[config.mk]
export PLATFORM = sky130hd
export DESIGN_NAME = arp_req_retry
export DESIGN_NICKNAME = d
export VERILOG_FILES = /design/src/rtl/arp_pkg.sv /design/src/rtl/arp_req_retry.sv
export SDC_FILE = /design/constraint.sdc
export NUM_CORES = 1
export LEC_CHECK = 0
export ABC_AREA = 1
export CORE_MARGIN = 5
export CORE_UTILIZATION = 50
export CTS_BUF_LIST = sky130_fd_sc_hd__clkbuf_4
export CTS_CLUSTER_DIAMETER = 150
export DETAILED_ROUTE_END_ITERATION = 8
export GPL_ROUTABILITY_DRIVEN = 0
export PLACE_DENSITY = 0.77
export REMOVE_ABC_BUFFERS = 1
export SYNTH_ARGS = -nofsm -noshare
export SYNTH_HDL_FRONTEND = slang
export SYNTH_SLANG_ARGS = --single-unit
[constraint.sdc]
create_clock -name clk -period 2.6 [get_ports clk]
set_clock_uncertainty 0.2 [all_clocks]
set_input_delay 0.39 -clock clk [delete_from_list [all_inputs] [get_ports clk]]
set_output_delay 0.39 -clock clk [all_outputs]
set_load 0.005 [all_outputs]
[src/rtl/arp_pkg.sv]
// Shared definitions for the ARP request/retry controller.
// Holds the FSM state encoding and the default timing/retry constants
// used when the parent does not override the module parameters.
package arp_pkg;

  typedef enum logic [1:0] {
    ST_IDLE = 2'd0,
    ST_SEND = 2'd1,
    ST_WAIT = 2'd2
  } arp_state_e;

  localparam int ARP_TIMEOUT_TICKS = 8;  // ticks waited per attempt, >= 1
  localparam int ARP_MAX_RETRY     = 3;  // re-sends after the first attempt
  localparam int ARP_CNT_WIDTH     = 4;  // holds TIMEOUT_TICKS-1 and MAX_RETRY

endpackage

[src/rtl/arp_req_retry.sv]
// ARP request/timeout/retry controller. On start it raises req_valid towards
// the ARP TX path, then waits TIMEOUT_TICKS timer ticks for a matching reply,
// re-sending up to MAX_RETRY times before reporting failure.
// Ports:
//   clk, reset            clock, asynchronous active-high reset
//   tick_in               one-cycle pulse from the free-running timer
//   start, abort          begin a resolution (IDLE only) / cancel silently
//   reply_in              one-cycle pulse: matching ARP reply seen
//   req_valid, req_ready  request handshake with ARP TX (valid held until ready)
//   busy                  high in every state except IDLE
//   done, fail            one-cycle result pulses, never high together
//   attempts              retries issued so far, held after done/fail
// All outputs are registered; they reflect the state entered on each edge.
module arp_req_retry
  import arp_pkg::*;
#(
  parameter int TIMEOUT_TICKS = ARP_TIMEOUT_TICKS,
  parameter int MAX_RETRY     = ARP_MAX_RETRY,
  parameter int CNT_WIDTH     = ARP_CNT_WIDTH
) (
  input  logic                 clk,
  input  logic                 reset,
  input  logic                 tick_in,
  input  logic                 start,
  input  logic                 abort,
  input  logic                 reply_in,
  output logic                 req_valid,
  input  logic                 req_ready,
  output logic                 busy,
  output logic                 done,
  output logic                 fail,
  output logic [CNT_WIDTH-1:0] attempts
);

  localparam logic [CNT_WIDTH-1:0] TICK_LAST  = CNT_WIDTH'(TIMEOUT_TICKS - 1);
  localparam logic [CNT_WIDTH-1:0] RETRY_LAST = CNT_WIDTH'(MAX_RETRY);

  arp_state_e           state_q, state_d;
  logic [CNT_WIDTH-1:0] tick_cnt_q, tick_cnt_d;
  logic [CNT_WIDTH-1:0] retry_cnt_q, retry_cnt_d;
  logic                 req_valid_q, req_valid_d;
  logic                 busy_q, busy_d;
  logic                 done_q, done_d;
  logic                 fail_q, fail_d;

  // Timeout of the current attempt: last tick of the window while waiting.
  // Reply has priority over a tick arriving in the same cycle.
  logic timeout_w;
  assign timeout_w = (state_q == ST_WAIT) && !reply_in && tick_in &&
                     (tick_cnt_q == TICK_LAST);

  // State and registered outputs.
  always_ff @(posedge clk or posedge reset) begin
    if (reset) begin
      state_q     <= ST_IDLE;
      tick_cnt_q  <= '0;
      retry_cnt_q <= '0;
      req_valid_q <= 1'b0;
      busy_q      <= 1'b0;
      done_q      <= 1'b0;
      fail_q      <= 1'b0;
    end else begin
      state_q     <= state_d;
      tick_cnt_q  <= tick_cnt_d;
      retry_cnt_q <= retry_cnt_d;
      req_valid_q <= req_valid_d;
      busy_q      <= busy_d;
      done_q      <= done_d;
      fail_q      <= fail_d;
    end
  end

  // Next state and counters. Abort overrides everything, including a
  // handshake, tick or reply landing in the same cycle.
  always_comb begin
    state_d     = state_q;
    tick_cnt_d  = tick_cnt_q;
    retry_cnt_d = retry_cnt_q;
    if (abort) begin
      state_d = ST_IDLE;
    end else begin
      unique case (state_q)
        ST_IDLE: begin
          if (start) begin
            state_d     = ST_SEND;
            tick_cnt_d  = '0;
            retry_cnt_d = '0;
          end
        end
        ST_SEND: begin
          // req_valid_q is always high here: it is set from state_d == SEND.
          if (req_valid_q && req_ready) begin
            state_d    = ST_WAIT;
            tick_cnt_d = '0;
          end
        end
        ST_WAIT: begin
          if (reply_in) begin
            state_d = ST_IDLE;
          end else if (timeout_w) begin
            // tick_cnt stays at its last value until the next handshake clears it.
            if (retry_cnt_q == RETRY_LAST) begin
              state_d = ST_IDLE;
            end else begin
              retry_cnt_d = retry_cnt_q + 1'b1;
              state_d     = ST_SEND;
            end
          end else if (tick_in) begin
            tick_cnt_d = tick_cnt_q + 1'b1;
          end
        end
        default: state_d = ST_IDLE;
      endcase
    end
  end

  // Output next values, decoded from the state being entered.
  always_comb begin
    req_valid_d = (state_d == ST_SEND);
    busy_d      = (state_d != ST_IDLE);
    done_d      = !abort && (state_q == ST_WAIT) && reply_in;
    fail_d      = !abort && timeout_w && (retry_cnt_q == RETRY_LAST);
  end

  assign req_valid = req_valid_q;
  assign busy      = busy_q;
  assign done      = done_q;
  assign fail      = fail_q;
  assign attempts  = retry_cnt_q;

endmodule

* Word-level counts from Yosys, hierarchy flattened
Index checks and enable logic that the tools add are counted.
Storage, ports and cells: bits in registers 14
Operators by class: mux-type cells 17, bitwise operators 1, equal/unequal tests 12, $add $sub $neg 2, reductions and logical operators 16
Operators by type and width (count):
- two-way mux 4 bit | 8
- != test 2 bit (second input constant) | 7
- one-hot mux 4 bit (3 select lines) | 1
- two-way mux 2 bit | 5
- adder 4 x 1 -> 4 bit (second input constant) | 2
- logical AND 1 bit | 8
- one-hot mux 4 bit (2 select lines) | 1
- AND reduction 7 bit | 1
- one-hot mux 2 bit (3 select lines) | 1
- AND reduction 6 bit | 1
- == test 2 x 1 -> 1 bit (second input constant) | 2
- == test 4 x 2 -> 1 bit (second input constant) | 1
- == test 4 x 3 -> 1 bit (second input constant) | 1
- nonzero test 2 bit | 2
- nonzero test 3 bit | 1
- == test 2 bit (second input constant) | 1
- logical NOT 1 bit | 2
- logical NOT 2 bit | 1
- two-way mux 1 bit | 1
- NOT 1 bit | 1

* Depth between registers and ports, before layout
word-level depth 9, depth in mapped cells 8, depth with buffers taken out 8

* Least setup slack after synthesis
No wires, ideal clock.
path type reg-to-reg, start point reg tick_cnt_q[0], end point reg retry_cnt_q[2] (netlist: attempts[2]), setup slack 1.143 ns, buffers on the path 0, arrival 1.140 ns, setup time 0.117 ns, cell stages (with the launch flop) 9, clock period less this slack 1.457 ns, path through dfrtp_1 -> ha_1 -> nand2_1 -> nor2_4 -> nand3_4 -> nand2_4 -> nand2_4 -> nand2_1 -> nand2_1
On the way: word-level cells in the longest chain between the ends 4
Ends and longest elaborated chain:
- from (decl) | line arp_req_retry.sv:39 | logic [CNT_WIDTH-1:0] tick_cnt_q, tick_cnt_d;
- from (signal assigned) | line arp_req_retry.sv:64 | tick_cnt_q <= tick_cnt_d;
- == test 4 x 3 -> 1 bit | line arp_req_retry.sv:50 | (tick_cnt_q == TICK_LAST);
- logical AND 1 bit | line arp_req_retry.sv:49 | assign timeout_w = (state_q == ST_WAIT) && !reply_in && tick_in &&
- != test 2 bit (no line)
- AND reduction 6 bit (no line)
- to (signal assigned) | line arp_req_retry.sv:65 | retry_cnt_q <= retry_cnt_d;
- to (decl) | line arp_req_retry.sv:40 | logic [CNT_WIDTH-1:0] retry_cnt_q, retry_cnt_d;
No other way between the ends. A chain may end at the register's enable or synchronous reset.

* Worst setup path in the final report
start point reg retry_cnt_q[2] (netlist: attempts[2]), end point out attempts[2]
RTL lines:
- to (decl) | line arp_req_retry.sv:32 | output logic [CNT_WIDTH-1:0] attempts
No word-level cell between the ends.

==> flow_summary.json <==
{
  "status": "finished, final reports clean",
  "setup.worst_path.start": "attempts[2]",
  "diodes": 0,
  "ys_seq_area_frac": 0.4185,
  "slew_viol_final": 0,
  "num_rows": 14,
  "die-height_um": 50.92,
  "clock_latency_ns": 0.28,
  "cts_tree": "yes",
  "synth_area_leader_cell": "dfrtp_1",
  "p_leak_uw": 0.0005260,
  "clk_pin_slew_ns": 0.09,
  "hpwl_um": 1294,
  "grt_pass1_wl_um": 2849,
  "worst_slew_pin_slew_ns": 0.5104,
  "area_growth_pct": 22.27,
  "setup_tns_ns": 0,
  "rsz0062_at_grt": "no",
  "critPathCapture": "attempts[2]",
  "fin_util": 0.6640,
  "ctsResizeCount": 0,
  "path_delay_family": "buffers and inverters",
  "whs_ns": 0.2366,
  "grt.overflow.total": 0,
  "p_int_uw": 304.8,
  "switchingPower_uw": 111.0,
  "power_frac_comb": 0.149,
  "cts_buffer_depth": 2,
  "path_buf_inv": 1,
  "synth_warnings": 0,
  "post_cts_buffers": 0,
  "cts_sinks": 14,
  "grt_max_degree": 15,
  "vias": 708,
  "h-tree-depth": 1,
  "period_share": 0.7159,
  "numCtsBuffers": 3,
  "grt.total_usage": 0.1390,
  "max_cap_violations": 0,
  "end_kind": "output port",
  "dpl_cell_area_um2": 997.2,
  "r2r_end": "attempts[0]",
  "max_stage_delay_ns": 0.54,
  "die-area_um2": 2592,
  "path_depth": 1,
  "grt_pass1_vias": 675,
  "start_kind": "register",
  "drtAntennaViolNets": 0,
  "antenna_found_initial": 0,
  "avgRoutedWirePerCell_um": 11.29,
  "n_fill_cell": 138,
  "p_sw_frac": 0.2670,
  "crit_fanout": 6,
  "setup_viol": 0,
  "required_ns": 2.01,
  "pre_cts_slack_ns": 0.6804,
  "fin_ws_ns": 0.7388,
  "ys_top_cells_by_area": "dfrtp_1 (42%), nand2_1 (14%), nand3_1 (7.8%)",
  "hold_path.class": "in -> async",
  "seqPwrFrac": 0.549,
  "crit_chain": "clkdlybuf4s50_1",
  "postSynthAreaPerCell_um2": 7.897,
  "first_pass_iters": 4,
  "synth.top_cell.area_share": 0.4185,
  "pwr-share-clk": 0.303,
  "ir_drop_mv": 0.3789,
  "drt_iter0_drc": 13,
  "arrival_ns": 1.27,
  "cts-root-buf": "clkbuf_4",
  "pwr_density_cell_nw_per_um2": 406.3,
  "reg2reg_depth": 8,
  "path_class": "reg -> out",
  "max_freq_mhz": 537.3,
  "synth_cells": 106,
  "syn-cell-area_um2": 837.1,
  "wl_um": 1581,
  "cts_hold_buf": 0,
  "ys_seq_elements": 14,
  "design_area_um2": 1023,
  "reg2reg_from": "tick_cnt_q[0]",
  "drc": 0,
  "io_pins": 15,
  "min_period_ns": 1.861,
  "finalHoldViolCount": 0,
  "io_buffers": 14,
  "layout-drive-gt1-share": 0.1210,
  "viasPerCell": 5.057,
  "rrSetupSlack_ns": 0.99,
  "start_util": 0.5430,
  "nets": 134,
  "maxSlewHeadroom": 0.6593,
  "synth.distinct_cells": 20,
  "core_area_um2": 1541,
  "cp_slowest_cell": "clkdlybuf4s50_1",
  "die_w_um": 50.92
}
[power groups by stage]
stage / logic (µW) / registers [µW] / clock network (µW)
6_report: 61.9 / 228 / 126
5_1_grt: 69.5 / 229 / 139
4_1_cts: 63.2 / 228 / 128
3_5_place_dp: 63.1 / 233 / 0
3_3_place_gp: 60.8 / 232 / 0
2_1_floorplan: 37.0 / 232 / 0
[state kept, by name, summed over array words and instances, names as in the netlist]
| register | flops |
|---|---|
| attempts | 4 |
| tick_cnt_q | 4 |
| state_q | 2 |
| busy | 1 |
| done | 1 |
| fail | 1 |
| req_valid | 1 |
[how the worst min path moves through the flow]
stage / end / slack, ns / cells past startpoint
after floorplan: attempts[0] / 0.08 / 1
after global routing: attempts[3] / 0.31 / 2
after detailed placement: tick_cnt_q[3] / 0.30 / 2
after global placement: tick_cnt_q[3] / 0.29 / 2
after CTS: fail / 0.26 / 2
final: done / 0.24 / 2
[layout make-up]
cell class,instances,area [µm²],share of cell area
multi-input cells,79,437.9,0.4279
flip-flops and latches,14,350.3,0.3423
repair buffers,14,140.1,0.1369
inverters,13,48.80,0.04768
clock buffers,3,22.52,0.02200
well taps,16,20.02,0.01956
clock inverters,1,3.754,0.003667
[cells in the mapped netlist]
library cell,n
nor2_8,1
dfrtp_1,14
nand2_2,2
nand3b_1,1
inv_2,1
nand3_4,1
a21oi_1,1
nand4_1,2
nand2_4,3
nor2_4,2
nor2_1,14
nand3_1,13
nand2_1,32
inv_1,12
o21ai_0,1
nor2_2,1
xnor2_1,1
nor3b_1,1
ha_1,2
a21oi_4,1
[placed cells by master, fill, tap and decap left out]
cell,instances
nor2_2,1
a21oi_1,1
xnor2_1,1
nor2_8,1
inv_1,12
nand3_1,13
nor3b_1,1
dfrtp_1,14
nand2_2,2
nand3_4,1
o21ai_0,1
nand3b_1,1
clkinv_1,1
clkdlybuf4s50_1,14
a21oi_4,1
ha_1,2
nor2_4,2
nand2_1,32
nor2_1,14
clkbuf_4,3
nand4_1,2
nand2_4,3
inv_2,1
[cell families after synthesis]
logic type	count (synthesis)	synth area share
simple gates	73	0.4514
flops	14	0.4185
buf+inv	13	0.05829
compound gates	3	0.03138
fa+ha+maj	2	0.02989
xor+xnor	1	0.01047
[stage by stage]
step	instances	power, µW
finish	140	415.9
global route	140	437.9
CTS	140	419.3
detailed placement	136	295.8
global placement	136	293.0
floorplan	106	269.0
[layer usage]
layer  vias up  global-route usage  share of wire
li1        367                   -              -
met1       328              0.1833           0.48
met2        11              0.2190           0.47
met3         2             0.04360          0.047
met4         0             0.03830         0.0063
met5         -                   0              0
No activity file was read; power rests on OpenSTA's default activity.
